`config.mk`:
```
export PLATFORM = sky130hd
export DESIGN_NAME = uart_core
export DESIGN_NICKNAME = d
export VERILOG_FILES = /design/src/rtl/uart_pkg.sv /design/src/rtl/uart_bit_timer.sv /design/src/rtl/uart_core.sv
export SDC_FILE = /design/constraint.sdc
export NUM_CORES = 1
export LEC_CHECK = 0
export CAP_MARGIN = 20
export CELL_PAD_IN_SITES_DETAIL_PLACEMENT = 1
export CELL_PAD_IN_SITES_GLOBAL_PLACEMENT = 2
export CORE_MARGIN = 2
export CORE_UTILIZATION = 39
export DETAILED_ROUTE_END_ITERATION = 12
export GPL_TIMING_DRIVEN = 0
export PLACE_DENSITY_LB_ADDON = 0.1
export SLEW_MARGIN = 5
export SYNTH_ARGS = -nofsm -noshare
export SYNTH_HDL_FRONTEND = slang
export SYNTH_SLANG_ARGS = --single-unit
```
`constraint.sdc`:
```
create_clock -name clk -period 6.59 [get_ports clk]
set_input_delay 1.318 -clock clk [delete_from_list [all_inputs] [get_ports clk]]
set_output_delay 1.318 -clock clk [all_outputs]
set_load 0.05 [all_outputs]
```
`src/rtl/uart_pkg.sv`:
```
// ------------------------------------------------------------------
// uart_pkg : shared parity modes, FSM state encodings, divider helper
// Rev 1.0
// ------------------------------------------------------------------
`default_nettype none

package uart_pkg;

  localparam int PAR_NONE = 0;
  localparam int PAR_ODD  = 1;
  localparam int PAR_EVEN = 2;

  typedef enum logic [2:0] {
    TX_IDLE   = 3'd0,
    TX_START  = 3'd1,
    TX_DATA   = 3'd2,
    TX_PARITY = 3'd3,
    TX_STOP   = 3'd4
  } tx_state_t;

  typedef enum logic [2:0] {
    RX_IDLE      = 3'd0,
    RX_START_CHK = 3'd1,
    RX_DATA      = 3'd2,
    RX_PARITY    = 3'd3,
    RX_STOP      = 3'd4,
    RX_BREAK     = 3'd5
  } rx_state_t;

  function automatic int calc_div(input int clk_freq, input int baud);
    return clk_freq / baud;
  endfunction

endpackage

`default_nettype wire

```
`src/rtl/uart_bit_timer.sv`:
```
// ------------------------------------------------------------------
// uart_bit_timer : loadable down-counter, ticks every DIV (or DIV/2) cycles
// Rev 1.0
// ------------------------------------------------------------------
`default_nettype none

module uart_bit_timer #(
  parameter int DIV = 16
) (
  input  logic clk,
  input  logic rst_n,
  input  logic i_start,
  input  logic i_half,
  input  logic i_en,
  output logic o_tick
);

  localparam int CW = $clog2(DIV) + 1;
  localparam logic [CW-1:0] c_full = CW'(DIV - 1);
  localparam logic [CW-1:0] c_half = CW'(DIV / 2 - 1);

  logic [CW-1:0] r_cnt;

  // A tick lands DIV (or DIV/2) edges after the start edge.
  assign o_tick = i_en && !i_start && (r_cnt == '0);

  always_ff @(posedge clk) begin
    if (!rst_n) begin
      r_cnt <= '0;
    end else if (i_start) begin
      r_cnt <= i_half ? c_half : c_full;
    end else if (i_en) begin
      r_cnt <= (r_cnt == '0) ? c_full : r_cnt - 1'b1;
    end
  end

endmodule

`default_nettype wire

```
`src/rtl/uart_core.sv`:
```
// ------------------------------------------------------------------
// uart_core : full-duplex UART with valid/ready TX and error-flagging RX
// Rev 1.0
// ------------------------------------------------------------------
`default_nettype none

module uart_core
  import uart_pkg::*;
#(
  parameter int CLK_FREQ  = 100_000_000,
  parameter int BAUD      = 9600,
  parameter int DATA_BITS = 8,
  parameter int PARITY    = 0,
  parameter int STOP_BITS = 1
) (
  input  logic                 clk,
  input  logic                 rst_n,
  input  logic [DATA_BITS-1:0] tx_data,
  input  logic                 tx_valid,
  output logic                 tx_ready,
  output logic                 tx,
  input  logic                 rx,
  output logic [DATA_BITS-1:0] rx_data,
  output logic                 rx_valid,
  output logic                 rx_parity_err,
  output logic                 rx_frame_err
);

  localparam int DIV = calc_div(CLK_FREQ, BAUD);
  localparam int IW  = $clog2(DATA_BITS + 1);
  localparam logic [IW-1:0] c_data_last = IW'(DATA_BITS - 1);
  localparam logic [IW-1:0] c_stop_last = IW'(STOP_BITS - 1);
  localparam logic c_has_par = (PARITY != PAR_NONE);
  localparam logic c_odd     = (PARITY == PAR_ODD);

  // ---------------- TX engine ----------------
  tx_state_t            r_tx_state, w_tx_state_nxt;
  logic                 r_tx, w_tx_nxt;
  logic                 r_tx_ready, w_tx_ready_nxt;
  logic [DATA_BITS-1:0] r_tx_shift, w_tx_shift_nxt;
  logic [IW-1:0]        r_tx_idx, w_tx_idx_nxt;
  logic                 r_tx_par, w_tx_par_nxt;
  logic                 w_tx_start, w_tx_en, w_tx_tick;

  uart_bit_timer #(.DIV(DIV)) u_tx_timer (
    .clk     (clk),
    .rst_n   (rst_n),
    .i_start (w_tx_start),
    .i_half  (1'b0),
    .i_en    (w_tx_en),
    .o_tick  (w_tx_tick)
  );

  always_comb begin
    w_tx_state_nxt = r_tx_state;
    w_tx_nxt       = r_tx;
    w_tx_ready_nxt = r_tx_ready;
    w_tx_shift_nxt = r_tx_shift;
    w_tx_idx_nxt   = r_tx_idx;
    w_tx_par_nxt   = r_tx_par;
    w_tx_start     = 1'b0;
    w_tx_en        = (r_tx_state != TX_IDLE);
    case (r_tx_state)
      TX_IDLE: begin
        w_tx_nxt       = 1'b1;
        w_tx_ready_nxt = 1'b1;
        if (tx_valid && r_tx_ready) begin
          w_tx_state_nxt = TX_START;
          w_tx_shift_nxt = tx_data;
          w_tx_par_nxt   = (^tx_data) ^ c_odd;
          w_tx_ready_nxt = 1'b0;
          w_tx_nxt       = 1'b0;
          w_tx_start     = 1'b1;
        end
      end
      TX_START: begin
        if (w_tx_tick) begin
          w_tx_state_nxt = TX_DATA;
          w_tx_nxt       = r_tx_shift[0];
          w_tx_shift_nxt = r_tx_shift >> 1;
          w_tx_idx_nxt   = '0;
        end
      end
      TX_DATA: begin
        if (w_tx_tick) begin
          if (r_tx_idx == c_data_last) begin
            w_tx_idx_nxt = '0;
            if (c_has_par) begin
              w_tx_state_nxt = TX_PARITY;
              w_tx_nxt       = r_tx_par;
            end else begin
              w_tx_state_nxt = TX_STOP;
              w_tx_nxt       = 1'b1;
            end
          end else begin
            w_tx_idx_nxt   = r_tx_idx + 1'b1;
            w_tx_nxt       = r_tx_shift[0];
            w_tx_shift_nxt = r_tx_shift >> 1;
          end
        end
      end
      TX_PARITY: begin
        if (w_tx_tick) begin
          w_tx_state_nxt = TX_STOP;
          w_tx_nxt       = 1'b1;
          w_tx_idx_nxt   = '0;
        end
      end
      TX_STOP: begin
        if (w_tx_tick) begin
          if (r_tx_idx == c_stop_last) begin
            w_tx_state_nxt = TX_IDLE;
            w_tx_ready_nxt = 1'b1;
          end else begin
            w_tx_idx_nxt = r_tx_idx + 1'b1;
          end
        end
      end
      default: w_tx_state_nxt = TX_IDLE;
    endcase
  end

  always_ff @(posedge clk) begin
    if (!rst_n) begin
      r_tx_state <= TX_IDLE;
      r_tx       <= 1'b1;
      r_tx_ready <= 1'b0;
      r_tx_shift <= '0;
      r_tx_idx   <= '0;
      r_tx_par   <= 1'b0;
    end else begin
      r_tx_state <= w_tx_state_nxt;
      r_tx       <= w_tx_nxt;
      r_tx_ready <= w_tx_ready_nxt;
      r_tx_shift <= w_tx_shift_nxt;
      r_tx_idx   <= w_tx_idx_nxt;
      r_tx_par   <= w_tx_par_nxt;
    end
  end

  assign tx       = r_tx;
  assign tx_ready = r_tx_ready;

  // ---------------- RX engine ----------------
  logic [1:0]           r_sync;
  logic                 r_rx_prev;
  logic                 w_rx_s;
  rx_state_t            r_rx_state, w_rx_state_nxt;
  logic [DATA_BITS-1:0] r_rx_shift, w_rx_shift_nxt;
  logic [IW-1:0]        r_rx_idx, w_rx_idx_nxt;
  logic                 r_perr_pend, w_perr_pend_nxt;
  logic [DATA_BITS-1:0] r_rx_data, w_rx_data_nxt;
  logic                 r_rx_valid, w_rx_valid_nxt;
  logic                 r_pe, w_pe_nxt;
  logic                 r_fe, w_fe_nxt;
  logic                 w_rx_start, w_rx_half, w_rx_en, w_rx_tick;

  assign w_rx_s = r_sync[1];

  uart_bit_timer #(.DIV(DIV)) u_rx_timer (
    .clk     (clk),
    .rst_n   (rst_n),
    .i_start (w_rx_start),
    .i_half  (w_rx_half),
    .i_en    (w_rx_en),
    .o_tick  (w_rx_tick)
  );

  always_comb begin
    w_rx_state_nxt  = r_rx_state;
    w_rx_shift_nxt  = r_rx_shift;
    w_rx_idx_nxt    = r_rx_idx;
    w_perr_pend_nxt = r_perr_pend;
    w_rx_data_nxt   = r_rx_data;
    w_rx_valid_nxt  = 1'b0;
    w_pe_nxt        = r_pe;
    w_fe_nxt        = r_fe;
    w_rx_start      = 1'b0;
    w_rx_half       = 1'b0;
    w_rx_en         = (r_rx_state != RX_IDLE) && (r_rx_state != RX_BREAK);
    case (r_rx_state)
      RX_IDLE: begin
        if (r_rx_prev && !w_rx_s) begin
          w_rx_state_nxt  = RX_START_CHK;
          w_rx_start      = 1'b1;
          w_rx_half       = 1'b1;
          w_perr_pend_nxt = 1'b0;
        end
      end
      RX_START_CHK: begin
        // A start bit that is gone by mid-bit is treated as line noise.
        if (w_rx_tick) begin
          w_rx_state_nxt = w_rx_s ? RX_IDLE : RX_DATA;
          w_rx_idx_nxt   = '0;
        end
      end
      RX_DATA: begin
        if (w_rx_tick) begin
          w_rx_shift_nxt = {w_rx_s, r_rx_shift[DATA_BITS-1:1]};
          if (r_rx_idx == c_data_last) begin
            w_rx_state_nxt = c_has_par ? RX_PARITY : RX_STOP;
          end else begin
            w_rx_idx_nxt = r_rx_idx + 1'b1;
          end
        end
      end
      RX_PARITY: begin
        if (w_rx_tick) begin
          w_perr_pend_nxt = w_rx_s ^ ((^r_rx_shift) ^ c_odd);
          w_rx_state_nxt  = RX_STOP;
        end
      end
      RX_STOP: begin
        if (w_rx_tick) begin
          w_rx_data_nxt  = r_rx_shift;
          w_rx_valid_nxt = 1'b1;
          w_pe_nxt       = r_perr_pend;
          w_fe_nxt       = !w_rx_s;
          w_rx_state_nxt = w_rx_s ? RX_IDLE : RX_BREAK;
        end
      end
      RX_BREAK: begin
        if (w_rx_s) begin
          w_rx_state_nxt = RX_IDLE;
        end
      end
      default: w_rx_state_nxt = RX_IDLE;
    endcase
  end

  always_ff @(posedge clk) begin
    if (!rst_n) begin
      r_sync      <= 2'b11;
      r_rx_prev   <= 1'b1;
      r_rx_state  <= RX_IDLE;
      r_rx_shift  <= '0;
      r_rx_idx    <= '0;
      r_perr_pend <= 1'b0;
      r_rx_data   <= '0;
      r_rx_valid  <= 1'b0;
      r_pe        <= 1'b0;
      r_fe        <= 1'b0;
    end else begin
      r_sync      <= {r_sync[0], rx};
      r_rx_prev   <= w_rx_s;
      r_rx_state  <= w_rx_state_nxt;
      r_rx_shift  <= w_rx_shift_nxt;
      r_rx_idx    <= w_rx_idx_nxt;
      r_perr_pend <= w_perr_pend_nxt;
      r_rx_data   <= w_rx_data_nxt;
      r_rx_valid  <= w_rx_valid_nxt;
      r_pe        <= w_pe_nxt;
      r_fe        <= w_fe_nxt;
    end
  end

  assign rx_data       = r_rx_data;
  assign rx_valid      = r_rx_valid;
  assign rx_parity_err = r_pe;
  assign rx_frame_err  = r_fe;

endmodule

`default_nettype wire

```
==> impl_metrics.toml <==
[die]
num_rows = 35
dieWidth_um = 102
fp.dieH_um = 102
core-area_um2 = 9280
io_pins = 25
die_area_um2 = 10400
start_util_pct = 40.2

[global_routing]
track_usage_pct = 19.6
antenna_found_initial = 0
overflow = 0
grt_pass1_wl_um = 16300
grt_pass1_vias = 3348
grt_max_degree = 13

[sta]
slew_viol_final = 0
setup_viol = 0
grt_setup_unrepaired = "no"
slew_headroom_pct = 48.3
fmax_mhz = 344
fin_crit_ps = 2910
finalHoldViolCount = 0
fin_setup_tns_ps = 0
skew_ps = 8.88
tightest_slew_ps = 768
period_share_pct = 44.1

[layout]
layout-drive-gt1-share_pct = 6.88
fin_nets = 495
stdcell_count = 609
design_area_um2 = 4290
n_antenna_cell = 0
nFillCells = 1164
area_growth_pct = 14.9

[power_and_ir_drop]
cell_internal_pwr_uw = 861
p_comb_share_pct = 37.1
ir_drop_mv = 0.165
leakagePower_uw = 0.00147
finalPower_uw = 1410
switching_share_pct = 38.8
p_clk_share_pct = 21.6
pwr_density_cell_nw_per_um2 = 328
power_frac_seq_pct = 41.2
power.switching_uw = 546

[synth]
synth.top_cell.area_share_pct = 41.3
synth_ff_type = "dfxtp_1"
avgSynthCellArea_um2 = 8.45
yosysWarnings = 0
ys_types = 59
synth_area_leaders = "dfxtp_1 (41%), a21oi_1 (7.0%), nand2_1 (4.7%)"
synth_fp_nets = 460
synth_seq_cells = 77
synthCells = 442
ys_top_cells_by_count = "dfxtp_1 (77), a21oi_1 (52), nand2_1 (47)"
yosysSeqAreaShare_pct = 41.3
synth_edf_count = 0
yosysMostFrequentCell = "dfxtp_1"
synth_top_cell_by_area = "dfxtp_1"
syn_area_um2 = 3730
synth-async-reset-ratio_pct = 0

[setup_path]
critPathMaxStageDelay_ps = 500
cp.required_ps = 6860
cp_top_family = "buffers and inverters"
r2r-start = "u_rx_timer.r_cnt[6]"
timing.rr.end = "rx_data[0]"
cp_max_fo = 10
path_cells = "clkdlybuf4s50_1, nand2_1, a221o_1, clkbuf_1, or3_1, a21oi_1"
cp-start-kind = "primary input"
setup.worst_path.class = "in -> reg"
rr_worst_depth = 7
end_kind = "register"
cp_slowest_cell = "clkdlybuf4s50_1"
reg2reg_setup_slack_ps = 3940
arrival_ps = 3180
cp_num_buf_inv = 2

[clock_tree]
htree_levels = 3
post_cts_resized = 0
post_cts_buffers = 0
cts-root-buf = "clkbuf_8"
cts_max_path_buffers = 2
path_clk_slew_ps = 80
cts.sinks = 77
numCtsBuffers = 9
clk_latency_ps = 340
hold_buffers = 0
cts_tree = "built"

[min_path]
hold_path_class = "reg -> reg"
hp-start = "r_sync[0]"
min_to = "r_sync[1]"
hold_depth = 1

[route]
drt_pass1_iterations = 4
vias_per_cell = 5.39
wirelength_um = 9490
postRouteAntennaNets = 0
drcViolationCount = 0
drtIter0Drc = 61
via_count = 3285
wl_per_cell_um = 15.6

[placement]
dpl_cell_area_um2 = 4140
place_hpwl_um = 6780
dp.cells = 595
place_congestion = 0.786
port_buffers = 24

[run_status]
status = "finished clean"

[job]
maxCapViolations = 0
cells in the final DEF, fill, tap and decap left out, types with 9 or more instances in the layout:
cell type        synthesis  layout
inv_1                    9       9
xnor2_1                 14      14
nand2_1                 47      47
a21oi_1                 52      52
nand3_1                 17      17
clkbuf_1                16      16
nor3_1                  16      16
o21ai_0                 18      18
dfxtp_1                 77      77
nor2_1                  35      35
mux2i_1                 11      11
xor2_1                  11      11
clkdlybuf4s50_1          0      24
or3_1                   13      13
nand2b_1                 9       9
clkbuf_8                 0       9
power by group through the flow:
stage          combinational [uW]  clock, uW  sequential [uW]
6_report                      522        304              580
3_3_place_gp                  513          0              586
2_1_floorplan                 391          0              591
5_1_grt                       585        339              590
4_1_cts                       529        316              580
3_5_place_dp                  525          0              589
per-layer routing:
layer / GRT usage, % / vias up / routed length (um) / share of wire (%)
met4: 5.64 / 0 / 112 / 1.2
met5: 0 / - / 0 / 0
met3: 2.46 / 9 / 212 / 2.2
met1: 26.6 / 1579 / 4660 / 49
li1: - / 1656 / - / -
met2: 33.0 / 41 / 4510 / 47
through the flow:
stage / setup slack [ps] / utilization, % / hold WS, ps
2_1_floorplan: 4060 / - / 386
3_3_place_gp: 3380 / 44.5 / 395
3_5_place_dp: 3340 / 44.5 / 415
4_1_cts: 3690 / 46.2 / 434
5_1_grt: 3590 / 46.2 / 463
6_report: 3680 / 46.2 / 423
worst max path at each step:
stage              from       endpoint  cells past startpoint
2_1_floorplan  tx_valid  r_tx_shift[5]                      5
3_3_place_gp   tx_valid  r_tx_shift[5]                      6
3_5_place_dp   tx_valid  r_tx_shift[5]                      6
4_1_cts        tx_valid  r_tx_shift[5]                      6
5_1_grt        tx_valid  r_tx_shift[6]                      6
6_report       tx_valid  r_tx_shift[5]                      6
flip-flops by register name, summed over array words and instances (netlist names), 2 cells and up:
name              cells
r_sync                2
u_tx_timer.r_cnt     15
u_rx_timer.r_cnt     15
r_rx_idx              4
r_tx_idx              4
rx_data               8
r_rx_shift            8
r_tx_shift            8
r_tx_state            3
r_rx_state            3
cells by family after synthesis:
| kind of cell | synth area share (%) |
|---|---|
| compound gates | 17.2 |
| flops | 41.3 |
| xor+xnor | 6.47 |
| buf+inv | 3.42 |
| mux | 3.55 |
| simple gates | 26.0 |
| fa+ha+maj | 2.01 |
layout make-up:
type                       count  area, um2  area share [%]
multi-input combinational    333       2060            48.1
sequential                    77       1540            35.9
timing repair buffer          24        240            5.60
tap                          129        161            3.76
clock buffer                   9        124            2.89
buffer                        22       90.1            2.10
inverter                      10       37.5           0.875
clock inverter                 5       30.0           0.700
Note: power is estimated with default switching activity, not from simulation.
==> RTL edit 1, RTL diff (same flow settings) <==
Register the input `rx` before use. The logic sees it one clock later. The other inputs are not delayed to match.
--- a/src/rtl/uart_core.sv
+++ b/src/rtl/uart_core.sv
@@ -33,6 +33,12 @@
   localparam logic c_has_par = (PARITY != PAR_NONE);
   localparam logic c_odd     = (PARITY == PAR_ODD);
 
+  logic rx_q;
+
+  always_ff @(posedge clk) begin
+    rx_q <= rx;
+  end
+
   // ---------------- TX engine ----------------
   tx_state_t            r_tx_state, w_tx_state_nxt;
   logic                 r_tx, w_tx_nxt;
@@ -241,7 +247,7 @@
       r_pe        <= 1'b0;
       r_fe        <= 1'b0;
     end else begin
-      r_sync      <= {r_sync[0], rx};
+      r_sync      <= {r_sync[0], rx_q};
       r_rx_prev   <= w_rx_s;
       r_rx_state  <= w_rx_state_nxt;
       r_rx_shift  <= w_rx_shift_nxt;
Behaviour: no difference found for any inputs over 10 cycles, from zero or initial values and one cycle with rst_n low; that may be too few to reach the edited logic, so the function may still have changed.
==> RTL edit 1 against the original RTL <==
Wire length increased by 5.5%; via count increased by 2.0%; sequential cell count increased by 1; sequential share of layout area decreased by 0.62 points; die area increased by 2.8%; final area increased by 3.1%; setup slack got worse by 53 ps; area after synthesis increased by 2.9%; power increased by 2.2%; critical path type unchanged.
==> RTL edit 1: results (changes against the original RTL) <==
Critical path
The worst reg-to-reg setup slack is 4110 ps (+170 ps). The worst register-to-register path ends at r_rx_shift[5]. The maximum fanout encountered on the critical timing path is 8 (-2). The number of cells on the worst reg-to-reg path is 5 (-2). The slowest stage of the critical path belongs to the cell sky130_fd_sc_hd__a211oi_1. The longest individual stage delay on the worst path is 760 ps (+260 ps). The reg-to-reg startpoint is u_rx_timer.r_cnt[4].

Power
The total chip power was 1.437 mW (+2.2%). The peak supply drop is 0.1344 mV (-19%). The net switching power of the design came to 0.5548 mW (+1.7%).

The flip-flop and latch power is 0.576 mW (-0.7%). The leakage power total was 1.645 nW (+12%). The power dissipated in combinational cells is 0.510 mW (-2%).

Synthesis
In the post-synthesis netlist, the biggest area contributors are sky130_fd_sc_hd__dfxtp_1, sky130_fd_sc_hd__nor2_1, sky130_fd_sc_hd__mux2i_1. By count the netlist is led by sky130_fd_sc_hd__dfxtp_1, sky130_fd_sc_hd__nor2_1, sky130_fd_sc_hd__nand2_1. The sequential fraction of the synthesis area is 0.4064 (-0.006486). The mean area per synthesized cell came to 8.539 um2 (+1.1%). The synthesized net count is 468 (+1.7%).

The number of distinct library cell variants in the gate-level netlist after synthesis was 63 (+6.8%).

Routing
The DRC marker count from the first detailed-route iteration is 85 (+39%). The number of iterations in the first detailed-routing pass is 5 (+1). The wire length on met1 was 4.940 mm (+6.1%).

The final wirelength is 10.01 mm (+5.5%). The detail-routed via count per cell is 5.387 (-0.12%).

Global route
The met1 layer usage reported by global route is 0.2664 (+0.0004596). The wire length of the first global-routing pass is 16.45 mm (+1.1%). The met3 layer usage reported by global route came to 0.04032 (+0.01570). The total track usage was 0.1983 (+0.002007).

The number of global-route vias before repair is 3301 (-1.4%).

Placed design
The weighted congestion at the end of routability-driven global placement is 0.7989 (+1.7%). The number of buffers inserted by port buffering is 23 (-4.2%). The number of placed cells counting well taps is 606 (+1.8%). The worst setup timing slack at the placement stage is 3293 ps (-44.69 ps).

The total cell area at the placement stage was 0.004239 mm2 (+2.5%). The half-perimeter wire length of the detailed placement result is 7.227 mm (+6.5%).

CTS
The clock latency reported for the late side of the worst-skew pair is 360 ps (+20 ps).

Cells and area
The post-layout net count came to 502 (+1.4%). The fraction of final layout cells with drive strength greater than 1 was 0.07771 (+0.008960).

Min path
The worst hold path startpoint is rx_q. The destination of the worst hold path is r_sync[0].

Timing
The hold slack is 410.5 ps (-12.12 ps). The post-layout worst setup margin is 3630 ps (-53.34 ps). The tightest slew margin relative to the limit is 0.4047 (-0.07869).

Outcome
The flow ran to the end, and the final reports show no timing, DRC or antenna violations.
-- RTL edit 1: critical path, delay by kind of cell --
kind                   cells  cell delay [ps]
AO/OA/AOI/OAI              3              970
buffers and inverters      1              500
AND/OR/NAND/NOR            2              470
-- RTL edit 1: cell families (layout without fill, tap and decap cells) --
logic type	count (synthesis)	count (layout)	share of synthesized area
buffers and inverters	33	72	0.03907
AO/OA/AOI/OAI	98	98	0.1605
AND/OR/NAND/NOR	189	189	0.2628
flip-flops	78	78	0.4064
adder cells (fa/ha/maj)	6	6	0.01954
XOR/XNOR	25	25	0.05698
multiplexers	21	21	0.05470
-- RTL edit 1: layout make-up --
cell class | count | area, um2
sequential | 78 | 1562
clock buffer | 11 | 131.4
tap | 133 | 166.4
timing repair buffer | 23 | 230.2
clock inverter | 5 | 50.05
buffer | 23 | 112.6
multi-input combinational | 339 | 2131
inverter | 10 | 37.54
fill | 1177 | 5264
==> RTL edit 2, RTL diff (config.mk and constraints unchanged) <==
Made on the original files. Change the parameter `PARITY` from 0 to 1.
--- a/src/rtl/uart_core.sv
+++ b/src/rtl/uart_core.sv
@@ -10,7 +10,7 @@
   parameter int CLK_FREQ  = 100_000_000,
   parameter int BAUD      = 9600,
   parameter int DATA_BITS = 8,
-  parameter int PARITY    = 0,
+  parameter int PARITY    = 1,
   parameter int STOP_BITS = 1
 ) (
   input  logic                 clk,
Function: same outputs for any inputs over 10 cycles, from zero or initial values and one cycle with rst_n low; that may be too few to reach the edited logic, so the function may still have changed.
==> RTL edit 2 against the original RTL <==
Wire length shrank 2.3%; sequential cell count grew 1; register-to-register slack gained 20 ps; setup slack worse by 8.0 ps; final cell count decreased by 0.82%; count of clock-buffer cells in the layout increased by 1; core utilization is 1.4 points higher; power is 2.8% lower; maximum frequency shrank 0.27%; area after synthesis is 0.57% higher; final area grew 2.9%; via count down 2.5%; first-iteration DRC count grew 8.2%; highest routed layer unchanged.
==> RTL edit 2: results (changes against the original RTL) <==
Outcome
The flow ran to the end, and the final reports show no timing, DRC or antenna violations.

Critical path
The longest individual stage delay on the worst path was 840 ps (+340 ps). The reg-to-reg startpoint is u_rx_timer.r_cnt[5]. The worst setup path startpoint is tx_ready.

The maximum fanout encountered on the critical timing path came to 5 (-5).

Cells and area
The total area of sequential cells is 0.001562 mm2 (+1.3%). The number of filler cells placed in the layout is 1137 (-2.3%). The fraction of area in clock buffers and inverters is 0.05752 (+0.02164).

The number of clock buffer instances in the layout is 10 (+1). The area growth from synthesis to layout is 17.59%.

Synthesis
In the post-synthesis netlist, the biggest area contributors are sky130_fd_sc_hd__dfxtp_1, sky130_fd_sc_hd__xnor2_1, sky130_fd_sc_hd__a21oi_1. The number of distinct library cell variants in the gate-level netlist after synthesis is 61 (+3.4%). The synthesized net count is 453 (-1.5%).

Routing
The average wire length per cell after detail routing is 15.34 um (-1.5%). The wire length on met1 is 4.606 mm (-1.1%).

Global route
The met1 layer usage reported by global route is 0.2663 (+0.0004262). The wire length of the first global-routing pass was 16.15 mm (-0.72%). The largest net degree at the start of global routing was 15 (+2). The met2 routing resource usage after global routing was 0.3203 (-0.009615).

Placed design
The total cell area at the placement stage is 0.004161 mm2 (+0.64%). The weighted congestion at the end of routability-driven global placement is 0.7645 (-2.7%).

CTS
The clock latency reported for the late side of the worst-skew pair came to 360 ps (+20 ps).

Power
The peak supply drop is 0.1453 mV (-12%). The cell area power density was 309.5 mW/mm2 (-5.6%).

Timing
The slew at the pin with the worst max-slew slack is 867.9 ps (+100.0 ps).
RTL edit 2: final timing paths:
| kind | end | slack [ps] |
|---|---|---|
| hold / removal | r_sync[1] | 420 |
| hold reg to reg | r_sync[1] | 420 |
| setup / recovery | tx_ready | 3670 |
| setup reg to reg | rx_data[4] | 3960 |
RTL edit 2: cell families (layout without fill, tap and decap cells):
| kind of cell | Yosys count | in the layout | share of synthesized area |
|---|---|---|---|
| simple gates | 181 | 181 | 0.2466 |
| compound gates | 93 | 93 | 0.1646 |
| flops | 78 | 78 | 0.4159 |
| xor+xnor | 35 | 35 | 0.08164 |
| buf+inv | 28 | 68 | 0.03366 |
| mux | 14 | 14 | 0.03765 |
| fa+ha+maj | 6 | 6 | 0.01999 |
RTL edit 2: report_power, final:
group | switching, mW | internal (mW)
clock network | 0.193 | 0.265
registers | 0.0404 | 0.518
logic | 0.211 | 0.139
total | 0.444 | 0.923
